## src/rtl/seg_pkg.sv

```systemverilog
// Shared encodings for the four-digit 7-segment display scheduler: digit and
// source states, anode patterns and digit/byte selection helpers.
package seg_pkg;

  typedef enum logic [1:0] {
    DigLeft     = 2'b00,
    DigMidLeft  = 2'b01,
    DigMidRight = 2'b10,
    DigRight    = 2'b11
  } digit_e;

  typedef enum logic {
    SrcScore = 1'b0,
    SrcMsg   = 1'b1
  } src_e;

  localparam logic [3:0] AnLeft     = 4'b0111;
  localparam logic [3:0] AnMidLeft  = 4'b1011;
  localparam logic [3:0] AnMidRight = 4'b1101;
  localparam logic [3:0] AnRight    = 4'b1110;
  localparam logic [3:0] AnOff      = 4'hF;
  localparam logic [7:0] SegBlank   = 8'hFF;

  function automatic logic [3:0] an_pattern(input digit_e d);
    logic [3:0] a;
    a = AnOff;
    unique case (d)
      DigLeft:     a = AnLeft;
      DigMidLeft:  a = AnMidLeft;
      DigMidRight: a = AnMidRight;
      DigRight:    a = AnRight;
      default:     a = AnOff;
    endcase
    return a;
  endfunction

  // Leftmost digit lives in the most significant byte/nibble.
  function automatic logic [7:0] pick_byte(input logic [31:0] v, input digit_e d);
    logic [7:0] b;
    b = SegBlank;
    unique case (d)
      DigLeft:     b = v[31:24];
      DigMidLeft:  b = v[23:16];
      DigMidRight: b = v[15:8];
      DigRight:    b = v[7:0];
      default:     b = SegBlank;
    endcase
    return b;
  endfunction

  function automatic logic [3:0] pick_nibble(input logic [15:0] v, input digit_e d);
    logic [3:0] n;
    n = 4'h0;
    unique case (d)
      DigLeft:     n = v[15:12];
      DigMidLeft:  n = v[11:8];
      DigMidRight: n = v[7:4];
      DigRight:    n = v[3:0];
      default:     n = 4'h0;
    endcase
    return n;
  endfunction

endpackage

```

## src/rtl/seg_scheduler_hex7seg.sv

```systemverilog
// Combinational hex digit to active-low 7-segment decoder, decimal point off.
module hex7seg
  import seg_pkg::*;
(
  input  logic [3:0] hex_i,
  output logic [7:0] seg_o
);

  always_comb begin
    seg_o = SegBlank;
    unique case (hex_i)
      4'h0: seg_o = 8'hC0;
      4'h1: seg_o = 8'hF9;
      4'h2: seg_o = 8'hA4;
      4'h3: seg_o = 8'hB0;
      4'h4: seg_o = 8'h99;
      4'h5: seg_o = 8'h92;
      4'h6: seg_o = 8'h82;
      4'h7: seg_o = 8'hF8;
      4'h8: seg_o = 8'h80;
      4'h9: seg_o = 8'h90;
      4'hA: seg_o = 8'h88;
      4'hB: seg_o = 8'h83;
      4'hC: seg_o = 8'hC6;
      4'hD: seg_o = 8'hA1;
      4'hE: seg_o = 8'h86;
      4'hF: seg_o = 8'h8E;
      default: seg_o = SegBlank;
    endcase
  end

endmodule

```

## src/rtl/seg_scheduler.sv

```systemverilog
// Multiplexed 7-segment scan with score/message arbitration at frame boundaries.
// Define SEG_BLINK_EN to blank the anodes on alternate BLINK_FRAMES phases of a message.
module seg_scheduler
  import seg_pkg::*;
#(
  parameter int unsigned SCAN_DIV     = 4,
  parameter int unsigned HOLD_FRAMES  = 2,
  parameter int unsigned BLINK_FRAMES = 1
) (
  input  logic        segclk,
  input  logic        clr,
  input  logic [7:0]  score_l,
  input  logic [7:0]  score_r,
  input  logic        msg_req,
  input  logic [31:0] msg_glyphs,
  output logic        msg_ack,
  output logic        msg_busy,
  output logic [7:0]  seg,
  output logic [3:0]  an
);

  localparam int unsigned DivW  = (SCAN_DIV > 1) ? $clog2(SCAN_DIV) : 1;
  localparam int unsigned HoldW = (HOLD_FRAMES > 1) ? $clog2(HOLD_FRAMES) : 1;
  localparam logic [DivW-1:0]  DivLast  = DivW'(SCAN_DIV - 1);
  localparam logic [HoldW-1:0] HoldLoad = HoldW'(HOLD_FRAMES - 1);

  if (SCAN_DIV < 1 || HOLD_FRAMES < 1 || BLINK_FRAMES < 1) begin : g_param_check
    $error("seg_scheduler: SCAN_DIV, HOLD_FRAMES and BLINK_FRAMES must be >= 1");
  end

  logic [DivW-1:0]  div_q, div_d;
  digit_e           dig_q, dig_d;
  src_e             src_q, src_d;
  logic [HoldW-1:0] hold_q, hold_d;
  logic [31:0]      glyph_q, glyph_d;
  logic [15:0]      snap_q, snap_d;
  logic [7:0]       seg_q, seg_d;
  logic [3:0]       an_q, an_d;
  logic             ack_q, ack_d;
  logic             scan_tick, frame_bnd, accept;
  logic [3:0]       nibble;
  logic [7:0]       hex_seg;

`ifdef SEG_BLINK_EN
  localparam int unsigned BlinkW = (BLINK_FRAMES > 1) ? $clog2(BLINK_FRAMES) : 1;
  localparam logic [BlinkW-1:0] BlinkLast = BlinkW'(BLINK_FRAMES - 1);
  logic [BlinkW-1:0] bcnt_q, bcnt_d;
  logic              blank_q, blank_d;
`endif

  assign scan_tick = (div_q == DivLast);
  assign frame_bnd = scan_tick && (dig_q == DigRight);
  assign accept    = frame_bnd && msg_req && ((src_q == SrcScore) || (hold_q == '0));

  always_comb begin
    div_d   = scan_tick ? '0 : div_q + DivW'(1);
    dig_d   = scan_tick ? digit_e'(dig_q + 2'd1) : dig_q;
    src_d   = src_q;
    hold_d  = hold_q;
    glyph_d = glyph_q;
    snap_d  = snap_q;
    ack_d   = 1'b0;
    if (frame_bnd) begin
      snap_d = {score_l, score_r};
      if (accept) begin
        glyph_d = msg_glyphs;
        hold_d  = HoldLoad;
        src_d   = SrcMsg;
        ack_d   = 1'b1;
      end else if (src_q == SrcMsg) begin
        if (hold_q == '0) src_d = SrcScore;
        else              hold_d = hold_q - HoldW'(1);
      end
    end
  end

  // Decode from next-state values so the boundary edge already shows the new frame.
  assign nibble = pick_nibble(snap_d, dig_d);

  hex7seg u_hex7seg (
    .hex_i (nibble),
    .seg_o (hex_seg)
  );

  always_comb begin
    seg_d = seg_q;
    an_d  = an_q;
`ifdef SEG_BLINK_EN
    bcnt_d  = bcnt_q;
    blank_d = blank_q;
    if (accept) begin
      bcnt_d  = '0;
      blank_d = 1'b0;
    end else if (frame_bnd && (src_q == SrcMsg) && (src_d == SrcMsg)) begin
      if (bcnt_q == BlinkLast) begin
        bcnt_d  = '0;
        blank_d = ~blank_q;
      end else begin
        bcnt_d = bcnt_q + BlinkW'(1);
      end
    end
`endif
    if (scan_tick) begin
      seg_d = (src_d == SrcMsg) ? pick_byte(glyph_d, dig_d) : hex_seg;
      an_d  = an_pattern(dig_d);
`ifdef SEG_BLINK_EN
      if ((src_d == SrcMsg) && blank_d) an_d = AnOff;
`endif
    end
  end

  always_ff @(posedge segclk or posedge clr) begin
    if (clr) begin
      div_q   <= '0;
      dig_q   <= DigRight;
      src_q   <= SrcScore;
      hold_q  <= '0;
      glyph_q <= '0;
      snap_q  <= '0;
      seg_q   <= SegBlank;
      an_q    <= AnOff;
      ack_q   <= 1'b0;
`ifdef SEG_BLINK_EN
      bcnt_q  <= '0;
      blank_q <= 1'b0;
`endif
    end else begin
      div_q   <= div_d;
      dig_q   <= dig_d;
      src_q   <= src_d;
      hold_q  <= hold_d;
      glyph_q <= glyph_d;
      snap_q  <= snap_d;
      seg_q   <= seg_d;
      an_q    <= an_d;
      ack_q   <= ack_d;
`ifdef SEG_BLINK_EN
      bcnt_q  <= bcnt_d;
      blank_q <= blank_d;
`endif
    end
  end

  assign seg      = seg_q;
  assign an       = an_q;
  assign msg_ack  = ack_q;
  assign msg_busy = (src_q == SrcMsg);

endmodule
```

## config.mk

```make
export PLATFORM = sky130hd
export DESIGN_NAME = seg_scheduler
export DESIGN_NICKNAME = d
export VERILOG_FILES = /design/src/rtl/seg_pkg.sv /design/src/rtl/seg_scheduler_hex7seg.sv /design/src/rtl/seg_scheduler.sv
export SDC_FILE = /design/constraint.sdc
export NUM_CORES = 1
export LEC_CHECK = 0
export BUFFER_PORTS_ARGS = -buffer_cell sky130_fd_sc_hd__buf_2
export CAP_MARGIN = 20
export CORE_ASPECT_RATIO = 1.5
export CORE_MARGIN = 1
export CORE_UTILIZATION = 45
export DETAILED_ROUTE_END_ITERATION = 10
export MAX_ROUTING_LAYER = met4
export PLACE_DENSITY = 0.77
export SETUP_SLACK_MARGIN = 0.2
export SLEW_MARGIN = 15
export SYNTH_ARGS = -nofsm -noshare
export SYNTH_HDL_FRONTEND = slang
export SYNTH_SLANG_ARGS = --single-unit
export TNS_END_PERCENT = 30
```

## constraint.sdc

```tcl
create_clock -name segclk -period 8.3 [get_ports segclk]
set_input_delay 0.83 -clock segclk [delete_from_list [all_inputs] [get_ports segclk]]
set_output_delay 0.83 -clock segclk [all_outputs]
set_load 0.01 [all_outputs]
```

==> run metrics, run 1 <==
status completed; most used routing layer in global routing met2; DR iter-0 viols 305; Post-Syn Instances 368; Final Setup Violations 0; initial antenna violation count 0; Max Clock Freq 288 MHz; CP Data Arrival Time 3.72 ns; RSZ-0062 raised after global routing false; met1 usage 27.6%; syn_area_per_cell 9.83 sq um; total power 0.812 mW; Hold Worst Slack 0.422 ns; CTS tree done; final non-filler cell total 535; synth warn 0; Post-synth top flop dfrtp_1; share of cells above drive strength 1 30.7%; TritonCTS Buffers 9; RD Place Congestion 0.967; clk sink count 67; vias in the first global route 2887; full die area 8410 sq um; H-tree depth 3; Area Overhead vs Synth 17.6%; layout filler cell count 728; largest net degree at the start of global routing 68; worst clock skew 0.00754 ns; met3 GRT Util 3.53%; CTS root buffer clkbuf_16; number of top-level pins 65; Final Cycle Share 41.8%; Clock Tree Buf Depth 2; post-CTS setup buffer count 0; Post-Syn Area 3620 sq um; cell row count 39; syn_nets 427; NumNets Final 488; Netlist cell types 63; DRT antenna net count 0; setup TNS 0 ns; Die X 75.2 um; register area share after synthesis 46.9%; hold buffers post-CTS 0; FFs w/ async S/R, synth 100%; Total GRT Usage 23.1%; via count 2950; placed insts 520; Die Ht 112 um; Worst-Margin Slew 0.924 ns; # diodes 0; Cell Pwr Density 191 nW/um^2; startpoint types flop; Worst-Skew Late Latency 0.33 ns; maximum vdd ir drop 166 uV; Max-slew headroom 37.2%; GRT Residual Overflow 0; clock-pin slew on the worst setup and hold paths 0.05 ns; DP HPWL 6.18 mm; drt total wl 8.63 mm; number of synthesized flops with an enable pin 0; Worst Hold Class flop to flop; Crit Path Max Fanout 36; Seq cells post-synth 67; Post-Place Worst Slack 4.86 ns; Final Hold Viols 0; number of buffers added on ports 64; initial core utilization 46.9%; residual DRC count 0; PostCTS Resize Cnt 0; Slew Limit Fails 0; worst setup margin 4.83 ns; met2 usage 37.8%; first-pass GRT wire length 14.0 mm; CP endpoint kind flop; worst setup path class flop to flop; max_cap viols 0; drt first pass iters 5; routed wire length per instance 16.1 um; WP data required 8.55 ns; leakage 2.04 nW; DR vias/cell 5.51; core area 7710 sq um; Final min period 3.47 ns
==> Yosys cell counts, types with 3 or more instances <==
master | n | area, sq um
nand2b_1 | 8 | 50.1
nor2_1 | 11 | 41.3
o22a_1 | 3 | 26.3
mux2_2 | 22 | 248
o21ai_0 | 9 | 45.0
nand3_1 | 17 | 85.1
a21oi_1 | 8 | 40.0
inv_1 | 15 | 56.3
nand2_1 | 99 | 372
buf_2 | 6 | 30.0
a211o_1 | 5 | 43.8
nor2b_1 | 4 | 25.0
buf_6 | 5 | 56.3
nand3b_1 | 3 | 22.5
dfstp_2 | 14 | 368
a31oi_1 | 3 | 18.8
inv_2 | 3 | 11.3
o221a_1 | 3 | 33.8
ha_1 | 8 | 100
dfrtp_1 | 53 | 1330
clkbuf_1 | 4 | 15.0
mux2i_1 | 11 | 110
==> sequential cells by signal, indices dropped and copies added, names as in the netlist <==
name / count
an: 4
glyph_q: 32
dig_q: 2
hold_q: 1
snap_q: 16
seg: 8
div_q: 2
msg_busy: 1
msg_ack: 1
==> worst paths after layout <==
kind / cells after the start / end / slack [ns] / start
setup / recovery: 8 / seg[4] / 4.83 / dig_q[0]
max in group asynchronous: 3 / hold_q / 7.01 / clr
min in group asynchronous: 3 / glyph_q[6] / 0.73 / clr
hold reg to reg: 1 / div_q[0] / 0.42 / div_q[0]
hold / removal: 1 / div_q[0] / 0.42 / div_q[0]
setup reg to reg: 8 / seg[4] / 4.83 / dig_q[0]
==> layer usage <==
| layer | vias up | share of wire [%] |
|---|---|---|
| met5 | - | 0 |
| met4 | 0 | 3.1 |
| met3 | 18 | 5.2 |
| met2 | 104 | 52 |
| met1 | 1420 | 40 |
| li1 | 1408 | - |
==> per-stage QoR <==
stage                     cell area [sq um]  util, %
after floorplan                        3620        -
after global placement                 3980     51.6
after detailed placement               3980     51.6
after CTS                              4250     55.2
after global routing                   4250     55.2
final                                  4250     55.2
==> cell usage in the layout, fill, tap and decap left out, types with 3 or more instances in the layout <==
cell,n
o22a_1,3
buf_4,3
nand2_1,99
nor2_1,11
ha_1,8
inv_2,4
nand3_1,17
clkbuf_1,3
inv_1,14
a21oi_1,8
o21ai_0,9
clkbuf_16,9
nor2b_1,4
nand2b_1,8
mux2i_1,11
nand3b_1,3
a31oi_1,3
a211o_1,5
dfrtp_1,53
dfstp_2,14
o221a_1,3
buf_2,64
mux2_2,22
==> critical path: stages (launching register included) <==
cell,delay [ns]
dfstp_2,0.68
ha_1,0.47
and3_1,0.29
nand2_2,0.41
inv_2,0.63
mux2_2,0.41
nor2b_1,0.12
o32ai_1,0.08
a311o_1,0.29
==> layout make-up <==
| class | instances | area (sq um) | area share (%) |
|---|---|---|---|
| multi-input cells | 265 | 1740 | 40.9 |
| inverters | 19 | 73.8 | 1.74 |
| clock buffers | 12 | 236 | 5.56 |
| flip-flops and latches | 67 | 1690 | 39.8 |
| well taps | 102 | 128 | 3.00 |
| clock inverters | 3 | 40.0 | 0.941 |
| repair buffers | 67 | 343 | 8.06 |
==> power breakdown <==
group | switching [mW] | internal, mW | leakage [nW]
Clock | 0.128 | 0.230 | 0.136
Combinational | 0.0441 | 0.0384 | 1.12
Sequential | 0.0132 | 0.358 | 0.789
Total | 0.186 | 0.626 | 2.04
==> cells by family after synthesis <==
family          Yosys count  share of synthesized area [%]
compound gates           61                           13.6
xor+xnor                  1                          0.242
fa+ha+maj                 8                           2.77
buf+inv                  36                           5.05
flops                    67                           46.9
mux                      38                           12.2
simple gates            157                           19.3
No activity file was read; power rests on OpenSTA's default activity.
==> inputs of run 2 (changes only) <==
--- a/config.mk
+++ b/config.mk
@@ -5,6 +5,7 @@
 export SDC_FILE = /design/constraint.sdc
 export NUM_CORES = 1
 export LEC_CHECK = 0
+export ABC_AREA = 1
 export BUFFER_PORTS_ARGS = -buffer_cell sky130_fd_sc_hd__buf_2
 export CAP_MARGIN = 20
 export CORE_ASPECT_RATIO = 1.5
@@ -12,7 +13,7 @@
 export CORE_UTILIZATION = 45
 export DETAILED_ROUTE_END_ITERATION = 10
 export MAX_ROUTING_LAYER = met4
-export PLACE_DENSITY = 0.77
+export PLACE_DENSITY = 0.79
 export SETUP_SLACK_MARGIN = 0.2
 export SLEW_MARGIN = 15
 export SYNTH_ARGS = -nofsm -noshare
==> constraint.sdc (replaced) <==
create_clock -name segclk -period 2.8 [get_ports segclk]
set_input_delay 0.28 -clock segclk [delete_from_list [all_inputs] [get_ports segclk]]
set_output_delay 0.28 -clock segclk [all_outputs]
set_load 0.01 [all_outputs]
==> run metrics, run 2 <==
Slew Limit Fails 0; GRT Residual Overflow 0; most common cell after layout, fill and taps aside nand2_1; worst setup path class flop to flop; startpoint types flop; Area Overhead vs Synth 21.5%; Worst-Skew Late Latency 0.33 ns; full die area 8430 sq um; Final Hold Viols 0; largest net degree at the start of global routing 39; syn_area_per_cell 8.07 sq um; clk sink count 67; number of synthesized flops with an enable pin 0; Post-Place Worst Slack 0.186 ns; number of buffers added on ports 64; WP data required 3.06 ns; RD Place Congestion 0.819; register area share after synthesis 46.7%; DRT antenna net count 0; Post-synth top flop dfrtp_1; FFs w/ async S/R, synth 100%; CP endpoint kind flop; initial core utilization 47.0%; initial antenna violation count 0; syn_nets 508; Max-slew headroom 51.7%; Post-Syn Area 3620 sq um; NumNets Final 583; delay-heaviest family, CP simple AND/OR/NAND/NOR gates; Worst-Margin Slew 0.723 ns; Cell Pwr Density 538 nW/um^2; Top reg by flops glyph_q; CTS tree done; DR iter-0 viols 192; CTS root buffer clkbuf_16; Final min period 2.45 ns; Post-Syn Instances 449; vias in the first global route 3059; most frequent cells in the layout nand2_1 (205), buf_2 (64), dfrtp_1 (53); Seq cells post-synth 67; worst setup margin 0.349 ns; routed wire length per instance 13.3 um; share of cells above drive strength 1 32.1%; crit-path cells ha_4 > inv_1 > nand2_1 > nand2_4 > nor2_4 > buf_4 > nand2_2 > nand3_1 > nor2_4 > ha_1 > nand3_1 > a21oi_1 > nand2_1 > a21oi_2; max FFs per register 32; drt first pass iters 4; DP HPWL 6.18 mm; RSZ-0062 raised after global routing false; Final Setup Violations 0; CP Data Arrival Time 2.72 ns; H-tree depth 3; Crit Path Max Fanout 8; clock-pin slew on the worst setup and hold paths 0.06 ns; Buf+Inv Stages, Crit Path 2; Area contributors post-synth dfrtp_1 (37%), nand2_1 (21%), dfstp_2 (10%); status completed; most frequent cell after synthesis nand2_1; core area 7710 sq um; setup TNS 0 ns; leakage 2.29 nW; Final Cycle Share 87.5%; synth cell count leaders nand2_1 (205), dfrtp_1 (53), nor2_1 (28); Critical Path Slowest Stage Cell dfstp_2; Clock Tree Buf Depth 2; first-pass GRT wire length 13.9 mm; TritonCTS Buffers 9; slowest cell delay on critical path 0.58 ns; max_cap viols 0; Max Clock Freq 408 MHz; Synth area leader dfrtp_1; share of the synthesized area in the top cell type 36.6%; Die Ht 112 um; maximum vdd ir drop 291 uV; residual DRC count 0; number of top-level pins 65; DR vias/cell 4.81; worst clock skew 0.00670 ns; drt total wl 8.42 mm; # diodes 0; Die X 75.3 um; cell row count 39; synth warn 0; via count 3032; Netlist cell types 33; Worst Hold Class primary input to async pin; Total GRT Usage 22.6%
-- run 2: changes by cell type after synthesis, sizes merged, moves of 5 or more --
cell,change
a211o,-5
inv,+8
mux2,-24
mux2i,-12
nand2,+133
nand2b,-8
nand3,+7
nor2,+27
-- run 2: layout make-up --
type,count,area [sq um]
Clock inverter,4,25.0
Inverter,27,109
Tap cell,102,128
Fill cell,719,3300
Timing Repair Buffer,81,464
Clock buffer,12,256
Multi-Input combinational cell,338,1730
Sequential cell,67,1690
-- run 2: timing repair --
action,CTS,global route
buffers inserted,0,9
gates resized for setup,1,10
gates cloned,0,0
setup endpoints to repair,1,7
pin swaps,0,3
hold buffers,0,0
-- run 2: per-layer routing --
layer  up-vias  share of wire, %  GRT usage [%]  routed length [um]
met3        16               3.1           3.89                 264
met1      1408                40           24.6                3390
met4         0               1.7           7.16                 139
li1       1545                 -              -                   -
met5         -                 0              -                   0
met2        63                55           40.4                4620
-- run 2: power by group --
group / switching [mW] / internal, mW
combinational: 0.148 / 0.105
clock: 0.393 / 0.643
sequential: 0.0267 / 1.05
total: 0.568 / 1.80
-- run 2: cells by family after synthesis --
kind of cell,Yosys count,share of synthesized area [%]
buffers and inverters,44,6.97
adders and majority gates,8,2.76
AOI/OAI and AO/OA,25,4.90
DFF,67,46.7
and+or+nand+nor,305,38.6
-- run 2: path summary, 6_finish.rpt --
path | start | to | slack [ns] | cells past startpoint
worst min register to register | seg[5] | seg[5] | 0.47 | 2
worst min-delay path | clr | glyph_q[10] | 0.08 | 2
worst max register to register | dig_q[0] | seg[6] | 0.35 | 14
max in group asynchronous | clr | an[0] | 2.03 | 3
min in group segclk | msg_glyphs[14] | glyph_q[14] | 0.17 | 3
worst max-delay path | dig_q[0] | seg[6] | 0.35 | 14
-- run 2: through the flow --
step | std cells | hold slack (ns) | instance area [sq um] | utilization [%] | power (mW)
2_1_floorplan | 449 | 0.403 | 3620 | - | 1.25
3_3_place_gp | 606 | 0.413 | 4000 | 51.9 | 1.34
3_5_place_dp | 606 | 0.425 | 4000 | 51.9 | 1.35
4_1_cts | 622 | 0.0971 | 4280 | 55.6 | 2.40
5_1_grt | 631 | 0.154 | 4410 | 57.1 | 2.48
6_report | 631 | 0.0781 | 4410 | 57.1 | 2.37
